## config.mk

```make
export PLATFORM = sky130hd
export DESIGN_NAME = bin2gray_counter_flat
export DESIGN_NICKNAME = d
export VERILOG_FILES = /design/src/rtl/bin2gray_if.sv /design/src/rtl/bin2gray_counter.sv /design/src/flat_wrapper.sv
export SDC_FILE = /design/constraint.sdc
export NUM_CORES = 1
export LEC_CHECK = 0
export ABC_AREA = 1
export CELL_PAD_IN_SITES_DETAIL_PLACEMENT = 1
export CELL_PAD_IN_SITES_GLOBAL_PLACEMENT = 2
export CORE_MARGIN = 3
export CORE_UTILIZATION = 21
export CTS_CLUSTER_DIAMETER = 80
export CTS_CLUSTER_SIZE = 12
export DETAILED_ROUTE_END_ITERATION = 8
export MAX_ROUTING_LAYER = met4
export PLACE_DENSITY_LB_ADDON = 0.1
export SYNTH_ARGS = -nofsm -noshare
export SYNTH_HDL_FRONTEND = slang
export SYNTH_SLANG_ARGS = --single-unit
```

## constraint.sdc

```tcl
create_clock -name clk -period 2.1 [get_ports clk]
set_input_delay 0.42 -clock clk [delete_from_list [all_inputs] [get_ports clk]]
set_output_delay 0.42 -clock clk [all_outputs]
set_load 0.01 [all_outputs]
```

## src/rtl/bin2gray_if.sv

```systemverilog
// Control and result bundle for the binary/Gray counter.
// The master drives the count controls and the slave returns the registered count, Gray image and update flags.
interface bin2gray_if #(
    parameter int WIDTH = 3
);
    logic             en;
    logic             up;
    logic             load;
    logic [WIDTH-1:0] load_bin;
    logic [WIDTH-1:0] bin_out;
    logic [WIDTH-1:0] gray_out;
    logic [WIDTH-1:0] flip;
    logic             wrap;

    modport master (
        output en, up, load, load_bin,
        input  bin_out, gray_out, flip, wrap
    );

    modport slave (
        input  en, up, load, load_bin,
        output bin_out, gray_out, flip, wrap
    );
endinterface

```

## src/rtl/bin2gray_counter.sv

```systemverilog
// Up/down binary counter with a registered Gray-code image, a changed-bit mask and a wrap pulse.
// Every output comes from a register, so nothing passes combinationally from an input to an output.
module bin2gray_counter #(
    parameter int WIDTH = 3
) (
    input  logic      clk,
    input  logic      rst,
    bin2gray_if.slave bus
);
    function automatic logic [WIDTH-1:0] to_gray(input logic [WIDTH-1:0] b);
        return b ^ (b >> 1);
    endfunction

    localparam logic [WIDTH-1:0] ONE_C = WIDTH'(1'b1);

    logic [WIDTH-1:0] bin_r;
    logic [WIDTH-1:0] gray_r;
    logic [WIDTH-1:0] flip_r;
    logic             wrap_r;

    logic [WIDTH-1:0] bin_next_s;
    logic [WIDTH-1:0] gray_next_s;
    logic             wrap_next_s;

    // Next-state selection: load beats step beats hold; wrap flags a terminal crossing.
    always_comb begin
        bin_next_s  = bin_r;
        wrap_next_s = 1'b0;
        if (bus.load) begin
            bin_next_s = bus.load_bin;
        end else if (bus.en) begin
            if (bus.up) begin
                bin_next_s  = bin_r + ONE_C;
                wrap_next_s = &bin_r;
            end else begin
                bin_next_s  = bin_r - ONE_C;
                wrap_next_s = ~|bin_r;
            end
        end else begin
            bin_next_s = bin_r;
        end
        gray_next_s = to_gray(bin_next_s);
    end

    // State and output registers; a hold gives a zero flip mask because old and new Gray codes match.
    always_ff @(posedge clk) begin
        if (rst) begin
            bin_r  <= {WIDTH{1'b0}};
            gray_r <= {WIDTH{1'b0}};
            flip_r <= {WIDTH{1'b0}};
            wrap_r <= 1'b0;
        end else begin
            bin_r  <= bin_next_s;
            gray_r <= gray_next_s;
            flip_r <= gray_r ^ gray_next_s;
            wrap_r <= wrap_next_s;
        end
    end

    assign bus.bin_out  = bin_r;
    assign bus.gray_out = gray_r;
    assign bus.flip     = flip_r;
    assign bus.wrap     = wrap_r;
endmodule

```

## src/flat_wrapper.sv

```systemverilog
// flat-port wrapper written by rule: the top's interface ports become plain ports
module bin2gray_counter_flat 
#(
    parameter int WIDTH = 3
)
  (clk, rst, bus_en, bus_up, bus_load, bus_load_bin, bus_bin_out, bus_gray_out, bus_flip, bus_wrap);
  bin2gray_if #(.WIDTH(WIDTH)) bus_i ();
  input  logic clk;
  input  logic rst;
  input wire logic [$bits(bus_i.en)-1:0] bus_en;
  input wire logic [$bits(bus_i.up)-1:0] bus_up;
  input wire logic [$bits(bus_i.load)-1:0] bus_load;
  input wire logic [$bits(bus_i.load_bin)-1:0] bus_load_bin;
  output wire logic [$bits(bus_i.bin_out)-1:0] bus_bin_out;
  output wire logic [$bits(bus_i.gray_out)-1:0] bus_gray_out;
  output wire logic [$bits(bus_i.flip)-1:0] bus_flip;
  output wire logic [$bits(bus_i.wrap)-1:0] bus_wrap;
  assign bus_i.en = bus_en;
  assign bus_i.up = bus_up;
  assign bus_i.load = bus_load;
  assign bus_i.load_bin = bus_load_bin;
  assign bus_bin_out = bus_i.bin_out;
  assign bus_gray_out = bus_i.gray_out;
  assign bus_flip = bus_i.flip;
  assign bus_wrap = bus_i.wrap;
  bin2gray_counter #(.WIDTH(WIDTH)) u_core (.clk(clk), .rst(rst), .bus(bus_i));
endmodule
```

# Word-level counts from Yosys, hierarchy flattened
# Cells that the tools add are included.
[op_classes]
n_addsub = 2
muxes = 4
bitwise_logic = 3
reduce_logical = 4
[ops]
columns = ["cell", "n"]
rows = [
  ["2-to-1 mux 3 bit", 3],
  ["OR reduction 3 bit", 2],
  ["adder 3 x 1 -> 3 bit, second input constant", 1],
  ["AND reduction 3 bit", 1],
  ["subtractor 3 x 1 -> 3 bit, second input constant", 1],
  ["XOR 3 x 2 -> 3 bit", 1],
  ["XOR 3 bit", 1],
  ["zero test 1 bit", 1],
  ["2-to-1 mux 1 bit", 1],
  ["inverter 1 bit", 1],
]
[totals]
reg_bits = 10
in_bits = 8
out_inout_bits = 10

# Logic depth before layout (Yosys ltp)
[depth]
depth_word = 6
ltp_mapped = 13
depth_no_buf = 13

# Least setup slack after synthesis
# No wires, ideal clock.
[synth_timing]
path_type = "register to register"
startpoint = "reg u_core.bin_r[1], in the netlist u_core.bus.bin_out[1]"
endpoint = "reg u_core.flip_r[1], in the netlist u_core.bus.flip[1]"
setup_ps = 115
t_arrival_ps = 1473
required_ps = 1985
path_slack_ps = 512
stages_incl_launch_ff = 10
n_path_buf = 0
synth_period_minus_slack_ps = 1588
path_cell_list = "dfxtp_1 fa_1 nand2_1 nand3_2 o21ai_4 inv_1 nand3_1 nand3_1 nand2_1 nor2_1"
[synth_via]
elab_chain_cells = 6
[synth_rtl]
columns = ["item", "line_no", "text"]
rows = [
  ["from (decl)", "bin2gray_counter.sv:16", "logic [WIDTH-1:0] bin_r;"],
  ["from (signal assigned)", "bin2gray_counter.sv:48", "bin_r <= {WIDTH{1'b0}};"],
  ["from (signal assigned)", "bin2gray_counter.sv:53", "bin_r <= bin_next_s;"],
  ["subtractor 3 x 1 -> 3 bit or adder 3 x 1 -> 3 bit (tied branches)", "bin2gray_counter.sv:36, bin2gray_counter.sv:33", ""],
  ["2-to-1 mux 3 bit", "bin2gray_counter.sv:32", "if (bus.up) begin"],
  ["2-to-1 mux 3 bit (*)", "bin2gray_counter.sv:31", "end else if (bus.en) begin"],
  ["2-to-1 mux 3 bit (*)", "bin2gray_counter.sv:29", "if (bus.load) begin"],
  ["XOR 3 x 2 -> 3 bit (*)", "bin2gray_counter.sv:11", "return b ^ (b >> 1);"],
  ["XOR 3 bit (*)", "bin2gray_counter.sv:55", "flip_r <= gray_r ^ gray_next_s;"],
  ["to (signal assigned)", "bin2gray_counter.sv:50", "flip_r <= {WIDTH{1'b0}};"],
  ["to (signal assigned)", "bin2gray_counter.sv:55", ""],
  ["to (decl)", "bin2gray_counter.sv:18", "logic [WIDTH-1:0] flip_r;"],
]
# Every way passes the cells marked *; elsewhere a longest branch is shown, timed or not.
# A chain may end at the register's enable or synchronous reset.

# Final worst setup path
[layout_timing]
startpoint = "reg u_core.bin_r[0], in the netlist u_core.bus.bin_out[0]"
endpoint = "reg u_core.flip_r[1], in the netlist u_core.bus.flip[1]"
[layout_via]
elab_chain_cells = 6
[layout_rtl]
columns = ["item", "line_no"]
rows = [
  ["subtractor 3 x 1 -> 3 bit or adder 3 x 1 -> 3 bit (tied branches)", "bin2gray_counter.sv:36, bin2gray_counter.sv:33"],
  ["2-to-1 mux 3 bit (*)", "bin2gray_counter.sv:32"],
  ["2-to-1 mux 3 bit (*)", "bin2gray_counter.sv:31"],
  ["2-to-1 mux 3 bit (*)", "bin2gray_counter.sv:29"],
  ["XOR 3 x 2 -> 3 bit (*)", "bin2gray_counter.sv:11"],
  ["XOR 3 bit (*)", "bin2gray_counter.sv:55"],
]
# Marks and branches as above.

==> out/metrics.yaml <==
run_status:
  status: "finished, final reports clean"
flow_run:
  max_cap_violations: 0
clock_network:
  cts_buffers: 3
  clk_latency_ns: 0.26
  cts_htree_levels: 1
  cts_hold_buf: 0
  root_buffer: "clkbuf_4"
  cts.sinks: 9
  cts_buffer_depth: 2
  cts.clk_slew.worst_paths_ns: 0.06
  cts_tree: "built"
logic_synthesis:
  synth_area_leader_cell: "dfxtp_1"
  synthCells: 57
  seq_area_frac_synth_pct: 39.78
  synth_nets: 66
  synth_top_cell_area_share_pct: 39.78
  synth.avg_cell_area_um2: 7.946
  ys_top_cells_by_area: "dfxtp_1 40%, nand2_1 9.9%, nor2_1 6.6%, fa_1 4.4%, nand3_1 4.4%"
  ys_ff_latch: 9
  synth_cell_type_count: 21
  syn-cell-area_um2: 452.9
  yosysWarnings: 0
hold_path:
  hold_class: "register to register"
setup_path:
  reg2reg_slack_ns: 0.37
  worstPathArrival_ns: 1.88
  critPathMaxFanout: 5
  rr_endpoint: "u_core.bus.flip[1]"
  cpMostUsedCell: "nand2_1"
  cpPeakStageDelay_ns: 0.47
  worst_setup_path_start_kind: "register"
  rr_startpoint: "u_core.bus.bin_out[0]"
  worstPathRequired_ns: 2.26
  path_class: "register to register"
  crit_path_end: "u_core.bus.flip[1]"
  cp_slowest_cell: "fa_1"
  startpoint: "u_core.bus.bin_out[0]"
  endpoint_kind: "register"
  rr_worst_depth: 11
  crit_chain: "fa_1 -> inv_1 -> nand2_1 -> nand3_1 -> nand2_1 -> nand2_1 -> nand2_1 -> nand2_2 -> nand2_1 -> a21oi_2 -> nor2_1"
timing:
  hold_ws_ns: 0.5042
  timing.final.crit_share_pct: 82.29
  setup-violations-final: 0
  rsz0062_at_grt: "false"
  max_slew.worst_pin.slew_ns: 0.3898
  fin_crit_ns: 1.728
  relSlewSlack_pct: 73.34
  finalHoldViolations: 0
  fmax_mhz: 578.7
  slew_viol_final: 0
  fin_skew_ns: 0.001927
  setup_tns_ns: 0
cells_and_area:
  final_common_cell: "clkdlybuf4s50_1"
  area_delta_synth_final_pct: 55.53
  layout.cells.non_filler: 107
  diodes: 0
  final_cell_mix: "16 x clkdlybuf4s50_1, 12 x nand2_1, 9 x dfxtp_1"
  drive_above_1_share_pct: 20.00
  fin_area_um2: 704.4
  utilization_pct: 35.19
  final_nets: 90
drt:
  routed_wirelength_um: 1183
  first_pass_iters: 2
  route.detailed.drc: 0
  drtIter0Drc: 1
  vias_per_cell: 4.000
  vias: 428
  wl_per_cell_um: 11.06
  ant_nets: 0
grt:
  top_usage_layer: "met2"
  grtUsageMet2_pct: 16.12
  use_met1_pct: 12.89
  grt_pass1_wl_um: 2063
  grt_start_max_net_pins: 7
  grt_overflow: 0
  grt_pass1_vias: 435
  track_usage_pct: 10.90
  grt_use_met3_pct: 5.128
  antenna_found_initial: 0
floorplan:
  die_h_um: 52.44
  die_area_mm2: 0.002750
  fp.dieW_um: 52.44
  io_pins: 18
  row_count: 16
  start_util_pct: 22.62
  core-area_mm2: 0.002002
power:
  p_per_area_mw_per_mm2: 693.3
  vdd_ir_drop_max_mv: 0.3423
  p_leak_nw: 0.3070
place:
  gp_congestion: 0.6931
  port_buffers: 17
  place_area_um2: 671.9
  dp_hpwl_um: 925.6
  place_inst: 103
==> area by class of cell <==
class	instances	area [um^2]
Tap cell	27	33.78
Multi-Input combinational cell	40	240.2
Fill cell	255	1297
Clock buffer	4	26.28
Inverter	7	28.78
Sequential cell	9	180.2
Timing Repair Buffer	20	195.2
==> cell usage after synthesis <==
library cell	instances
nor2_1	8
o21ai_2	1
o21ai_4	1
nand2_1	12
nand3_1	4
a2111oi_0	1
inv_2	2
xnor2_1	1
dfxtp_1	9
inv_4	1
fa_1	1
o21ai_1	1
nand4_1	2
a21oi_1	2
nand2_2	2
buf_4	1
xor2_2	1
and2_1	1
or2_1	1
nand3_2	1
inv_1	4
==> where the power goes <==
part | switching, W | total [W] | leakage, nW | internal (W)
Sequential | 0.0000145 | 0.000204 | 0.0749 | 0.000190
Clock | 0.0000609 | 0.000134 | 0.0150 | 0.0000733
Combinational | 0.0000709 | 0.000150 | 0.217 | 0.0000793
Total | 0.000146 | 0.000488 | 0.307 | 0.000342
==> critical path, delay by kind of cell (launching register included) <==
family	cells	cell delay [ns]
DFF	1	0.38
buffers and inverters	1	0.07
adders and majority gates	1	0.47
and+or+nand+nor	8	0.58
AOI/OAI and AO/OA	1	0.14
==> flip-flops by register name (all words and copies together) (netlist names) <==
register             cells
u_core.bus.wrap          1
u_core.bus.bin_out       2
u_core.bus.flip          3
u_core.bus.gray_out      3
==> metal layers <==
layer  vias to the layer above  routed length (um)  share of wire, %
met5                         -                   0                 0
met4                         0                   9              0.76
met3                         2                  66               5.6
met2                        11                 549                46
met1                       190                 557                47
li1                        225                   -                 -
==> kinds of logic (layout without fill, tap and decap cells) <==
| logic type | count (synthesis) | count (layout) | synth area share [%] |
|---|---|---|---|
| buffers and inverters | 8 | 31 | 8.012 |
| XOR/XNOR | 2 | 2 | 5.526 |
| flip-flops | 9 | 9 | 39.78 |
| AO/OA/AOI/OAI | 6 | 6 | 10.77 |
| AND/OR/NAND/NOR | 31 | 31 | 31.49 |
| adder cells (fa/ha/maj) | 1 | 1 | 4.420 |
==> worst min-delay path by stage <==
stage / slack, ns / cells past startpoint / endpoint / start
floorplan: 0.49 / 1 / u_core.bus.gray_out[1] / rst
global placement: 0.50 / 2 / u_core.bus.flip[0] / u_core.bus.gray_out[0]
detailed placement: 0.50 / 2 / u_core.bus.flip[0] / u_core.bus.gray_out[0]
CTS: 0.51 / 2 / u_core.bus.flip[0] / u_core.bus.gray_out[0]
global route: 0.57 / 2 / u_core.bus.flip[0] / u_core.bus.gray_out[0]
finish: 0.50 / 2 / u_core.bus.flip[0] / u_core.bus.gray_out[0]
==> metrics by stage <==
step                worst slack [ns]  total power, W
finish                        0.3720       0.0004884
global route                  0.1306       0.0005308
CTS                           0.1223       0.0004986
detailed placement           -0.1406       0.0003580
global placement             -0.1151       0.0003563
floorplan                     0.5124       0.0002820
==> timing repair <==
action,in CTS,in global routing
endpoints found under the hold margin,0,0
resized for setup,0,2
setup endpoints to repair,0,3
setup buffers,0,0
Note: power is estimated with default switching activity, not from simulation.
==> edit 1 (same flow settings) <==
`WIDTH` is set to 3 in 3 places; all go to 6.
--- a/src/rtl/bin2gray_if.sv
+++ b/src/rtl/bin2gray_if.sv
@@ -1,7 +1,7 @@
 // Control and result bundle for the binary/Gray counter.
 // The master drives the count controls and the slave returns the registered count, Gray image and update flags.
 interface bin2gray_if #(
-    parameter int WIDTH = 3
+    parameter int WIDTH = 6
 );
     logic             en;
     logic             up;
--- a/src/rtl/bin2gray_counter.sv
+++ b/src/rtl/bin2gray_counter.sv
@@ -1,7 +1,7 @@
 // Up/down binary counter with a registered Gray-code image, a changed-bit mask and a wrap pulse.
 // Every output comes from a register, so nothing passes combinationally from an input to an output.
 module bin2gray_counter #(
-    parameter int WIDTH = 3
+    parameter int WIDTH = 6
 ) (
     input  logic      clk,
     input  logic      rst,
--- a/src/flat_wrapper.sv
+++ b/src/flat_wrapper.sv
@@ -1,7 +1,7 @@
 // flat-port wrapper written by rule: the top's interface ports become plain ports
 module bin2gray_counter_flat 
 #(
-    parameter int WIDTH = 3
+    parameter int WIDTH = 6
 )
   (clk, rst, bus_en, bus_up, bus_load, bus_load_bin, bus_bin_out, bus_gray_out, bus_flip, bus_wrap);
   bin2gray_if #(.WIDTH(WIDTH)) bus_i ();
Interface: changed (resized bus_bin_out, bus_flip, bus_gray_out and bus_load_bin); port bits go from 18 to 30. No check against the original RTL was run, so the function may have changed too.
==> edit 1 against the unedited design <==
Synthesized area is 130% higher. Count of clock-buffer cells in the layout stayed put. Worst setup slack worse by 0.17 ns. Combinational power is 140% higher. Clock skew is 0.00056 ns higher. Wire length is 150% higher. Clock power is 110% higher. Sequential cell count is 9 higher. Total power is 110% higher. Sequential share of layout area is 1.8 points lower. Cell area is 120% higher. First-iteration DRC count grew to 36 times the old value.
==> edit 1: results (changes against the unedited design) <==
Area contributors post-synth: dfxtp_1 (35%), nand2_1 (11%), inv_1 (8.3%)
Gr usage total: 10.8% (-0.14 points)
Number of global-route vias before repair: 1064 (+140%)
Nets: 205 (+130%)
Synth Area in Compound Gates: 9.54% (-1.2 points)
Largest net degree at the start of global routing: 13 (+6)
Syn_nets: 165 (+150%)
Worst Tran Pin Value: 0.263 ns (-0.126 ns)
VDD IR max: 0.000316 V (-7.8%)
IO buf count: 29 (+12)
Post-DP Area: 1450 um^2 (+120%)
Met3 usage: 3.07% (-2.1 points)
Sequential area share after synthesis: 34.8% (-5.0 points)
Met2 WL: 1.39 mm (+150%)
Via count: 1039 (+140%)
First-pass GRT wire length: 4.93 mm (+140%)
R2R depth: 9 (-2)
Drt first-iter violations: 36 (+35)
Slowest CP cell: fa_2
Layout cell share with drive strength beyond 1: 19.7% (-0.32 points)
Arr. time, crit path: 2.08 ns (+0.20 ns)
Post-Synthesis Cells: 149 (+160%)
Clock Tree Root: clkbuf_8
Wire per inst: 11.6 um (+5.4%)
WL met1: 1.38 mm (+150%)
P_comb: 357 uW (+140%)
Clk pwr: 277 uW (+110%)
Dpl ws: -0.370 ns (-0.229 ns)
Min-Delay Path Depth: 1 (-1)
Status: completed
Synth cell count leaders: nand2_1 (31), inv_1 (23), dfxtp_1 (18), nor2_1 (18), nand3_1 (12)
Adder-cell area share of the yosys netlist: 6.76% (+2.3 points)
Htree depth: 1 (unchanged)
Distinct cells, synth: 28 (+33%)
FF-to-FF setup slack: 0.20 ns (-0.17 ns)
Cell Pwr Density: 677 nW/um^2 (-2.3%)
GPL Wtd Cong: 0.745 (+7.4%)
Hold slack: 0.471 ns (-0.0333 ns)
Pleak: 0.711 nW (+130%)
DP HPWL: 2.45 mm (+160%)
Routed wl met3: 165 um (+150%)
Met1 usage: 13.5% (+0.59 points)
Post-Layout Cell Count: 253 (+140%)
Worst path top cell family by delay: adder cells
Critical path peak fanout: 3 (-2)
Pint: 723 uW (+110%)
-- edit 1: area by class of cell --
cell class / count / area (um^2)
inverter: 26 / 97.6
sequential: 18 / 364
timing repair buffer: 38 / 357
clock buffer: 4 / 55.1
fill: 587 / 3030
multi-input combinational: 102 / 579
tap: 65 / 81.3
-- edit 1: how the worst max path moves through the flow --
stage          slack, ns                        startpoint                             to
2_1_floorplan       0.27  u_core.bus.bin_out[0]$_SDFF_PP0_  u_core.bus.flip[3]$_SDFF_PP0_
3_3_place_gp       -0.29                            bus_up  u_core.bus.flip[3]$_SDFF_PP0_
3_5_place_dp       -0.37                            bus_up  u_core.bus.flip[3]$_SDFF_PP0_
4_1_cts             0.08  u_core.bus.bin_out[1]$_SDFF_PP0_  u_core.bus.flip[0]$_SDFF_PP0_
5_1_grt             0.04  u_core.bus.bin_out[1]$_SDFF_PP0_  u_core.bus.flip[4]$_SDFF_PP0_
6_report            0.20  u_core.bus.bin_out[0]$_SDFF_PP0_  u_core.bus.flip[0]$_SDFF_PP0_
==> edit 2 (config.mk and constraints unchanged) <==
Without the edit above. Reset style: asynchronous (`rst`), changed in one clocked block.
--- a/src/rtl/bin2gray_counter.sv
+++ b/src/rtl/bin2gray_counter.sv
@@ -43,7 +43,7 @@
     end
 
     // State and output registers; a hold gives a zero flip mask because old and new Gray codes match.
-    always_ff @(posedge clk) begin
+    always_ff @(posedge clk or posedge rst) begin
         if (rst) begin
             bin_r  <= {WIDTH{1'b0}};
             gray_r <= {WIDTH{1'b0}};
Function: differs if rst is asserted again (counterexample within 4 cycles, from zero or initial values and one cycle with rst high); with rst held inactive, the same outputs for 10 cycles.
==> edit 2 against the unedited design <==
First-iteration DRC count rose to 4.0 times the old value. Synthesized area rose by 14%. Worst setup slack lost 0.17 ns. Cell area rose by 7.5%. Clock skew grew 0.0020 ns. Total power is 17% higher. Sequential cell count stayed put. Wire length is 1.5% lower. Critical endpoint is now u_core.bus.flip[1]$_DFF_PP0_. Largest cell class unchanged.
==> edit 2: results (changes against the unedited design) <==
Nets: 89 (-1.1%)
Arr. time, crit path: 2.05 ns (+0.17 ns)
Sw Ratio: 32.0% (+2.0 points)
Post_cts resized: 0 (unchanged)
GPL Wtd Cong: 0.683 (-1.4%)
DR top layer: met4
Gr usage total: 8.92% (-2.0 points)
Largest net degree at the start of global routing: 10 (+3)
CTS Buf Count: 3 (unchanged)
Warnings, synthesis: 0 (unchanged)
Post-synth ARST share: 100% (+100 points)
FF-to-FF setup slack: 0.38 ns
Hold slack: 0.434 ns (-0.0700 ns)
Drt first-iter violations: 4 (+3)
Drc violations: 0 (unchanged)
Worst skew pair latency: 0.25 ns
Pleak: 0.360 nW (+17%)
WL met1: 537 um (-3.6%)
Status: completed
Clock Tree Root: clkbuf_4
Ys flop type: dfrtp_1
Worst Tran Pin Value: 0.399 ns (+0.00877 ns)
DR vias/cell: 3.89 (-2.8%)
Postcts setup bufs: 0 (unchanged)
Sequential area share after synthesis: 43.5% (+3.7 points)
Layout cell share with drive strength beyond 1: 25.3% (+5.3 points)
Met2 WL: 572 um (+4.2%)
Critical path peak fanout: 4 (-1)
Area contributors post-synth: dfrtp_1 (43%), nand2_1 (7.2%), nand3_1 (6.8%)
Via count: 416 (-2.8%)
Syn_nets: 66 (unchanged)
DP HPWL: 953 um (+3.0%)
IO buf count: 17 (unchanged)
Initial antenna violation count: 0 (unchanged)
Routed wl met3: 39 um (-41%)
Synth cell count leaders: nand2_1 (10), dfrtp_1 (9), inv_1 (7), nand3_1 (7), nand2_2 (5)
Clock transition at path regs: 0.06 ns (about the same)
Ant diodes: 0 (unchanged)
Min-Delay Path Class: input port to asynchronous set/reset pin
Post-DP Area: 731 um^2 (+8.8%)
DP Cell Count: 103 (unchanged)
Total wire length: 1.17 mm (-1.5%)
DRT Pass-1 Iters: 2 (unchanged)
First-pass GRT wire length: 2.07 mm (+0.34%)
VDD IR max: 0.000305 V (-11%)
Distinct cells, synth: 21 (unchanged)
Clk buf depth: 2 (unchanged)
Number of global-route vias before repair: 454 (+4.4%)
Htree depth: 1 (unchanged)
Fin Clk Skew: 0.00389 ns (+0.00197 ns)
Layout fillers: 270 (+5.9%)
Post-Synthesis Cells: 57 (unchanged)
==> edit 2: logic make-up (layout without fill, tap and decap cells) <==
family / Yosys count / after routing / synth area share (%)
adder cells (fa/ha/maj): 1 / 1 / 3.86
buffers and inverters: 12 / 34 / 10.1
XOR/XNOR: 2 / 2 / 3.38
flip-flops: 9 / 9 / 43.5
AO/OA/AOI/OAI: 4 / 4 / 7.49
AND/OR/NAND/NOR: 29 / 29 / 31.6
==> edit 2: final cells by class <==
class / instances / area (um^2) / area share, %
clock buffer: 4 / 26.3 / 3.47
inverter: 11 / 45.0 / 5.95
multi-input combinational: 36 / 240 / 31.7
sequential: 9 / 225 / 29.8
tap: 28 / 35.0 / 4.63
timing repair buffer: 19 / 185 / 24.5
==> edit 2: through the flow <==
stage	setup WS [ns]	util [%]
floorplan	0.503	-
global placement	-0.0674	32.1
detailed placement	-0.0673	32.1
CTS	0.200	33.3
global route	0.0716	33.3
finish	0.205	33.3
==> edit 2: worst paths after layout <==
check / start / to / depth (start not counted)
setup / recovery: bus_up / u_core.bus.flip[1]$_DFF_PP0_ / 13
hold / removal: rst / u_core.bus.gray_out[0]$_DFF_PP0_ / 2
setup reg to reg: u_core.bus.bin_out[0]$_DFF_PP0_ / u_core.bus.flip[1]$_DFF_PP0_ / 11
hold reg to reg: u_core.bus.gray_out[0]$_DFF_PP0_ / u_core.bus.flip[0]$_DFF_PP0_ / 3
max in group asynchronous: rst / u_core.bus.bin_out[0]$_DFF_PP0_ / 2
min in group clk: u_core.bus.gray_out[0]$_DFF_PP0_ / u_core.bus.flip[0]$_DFF_PP0_ / 3
==> edit 2: worst max-delay path, cell delays in order <==
cell             delay (ns)
clkdlybuf4s50_1        0.49
inv_2                  0.05
fa_1                   0.40
inv_1                  0.07
nand2_1                0.06
nand3_1                0.06
nand2_1                0.05
nand2_1                0.10
nand2_2                0.09
nand2_4                0.09
nand2_2                0.05
nand3_1                0.06
nand2_1                0.05
==> edit 2: per-layer routing <==
| metal | vias to the layer above | GRT usage (%) |
|---|---|---|
| met5 | - | - |
| met4 | 0 | 3.13 |
| met3 | 2 | 3.48 |
| met2 | 8 | 14.0 |
| met1 | 185 | 10.3 |
| li1 | 221 | - |
==> edit 2: power by group through the flow <==
stage	Sequential, mW	Combinational, mW	Clock, mW
6_report	0.226	0.217	0.131
5_1_grt	0.231	0.240	0.148
4_1_cts	0.226	0.222	0.140
3_5_place_dp	0.229	0.220	0
3_3_place_gp	0.230	0.220	0
2_1_floorplan	0.243	0.102	0
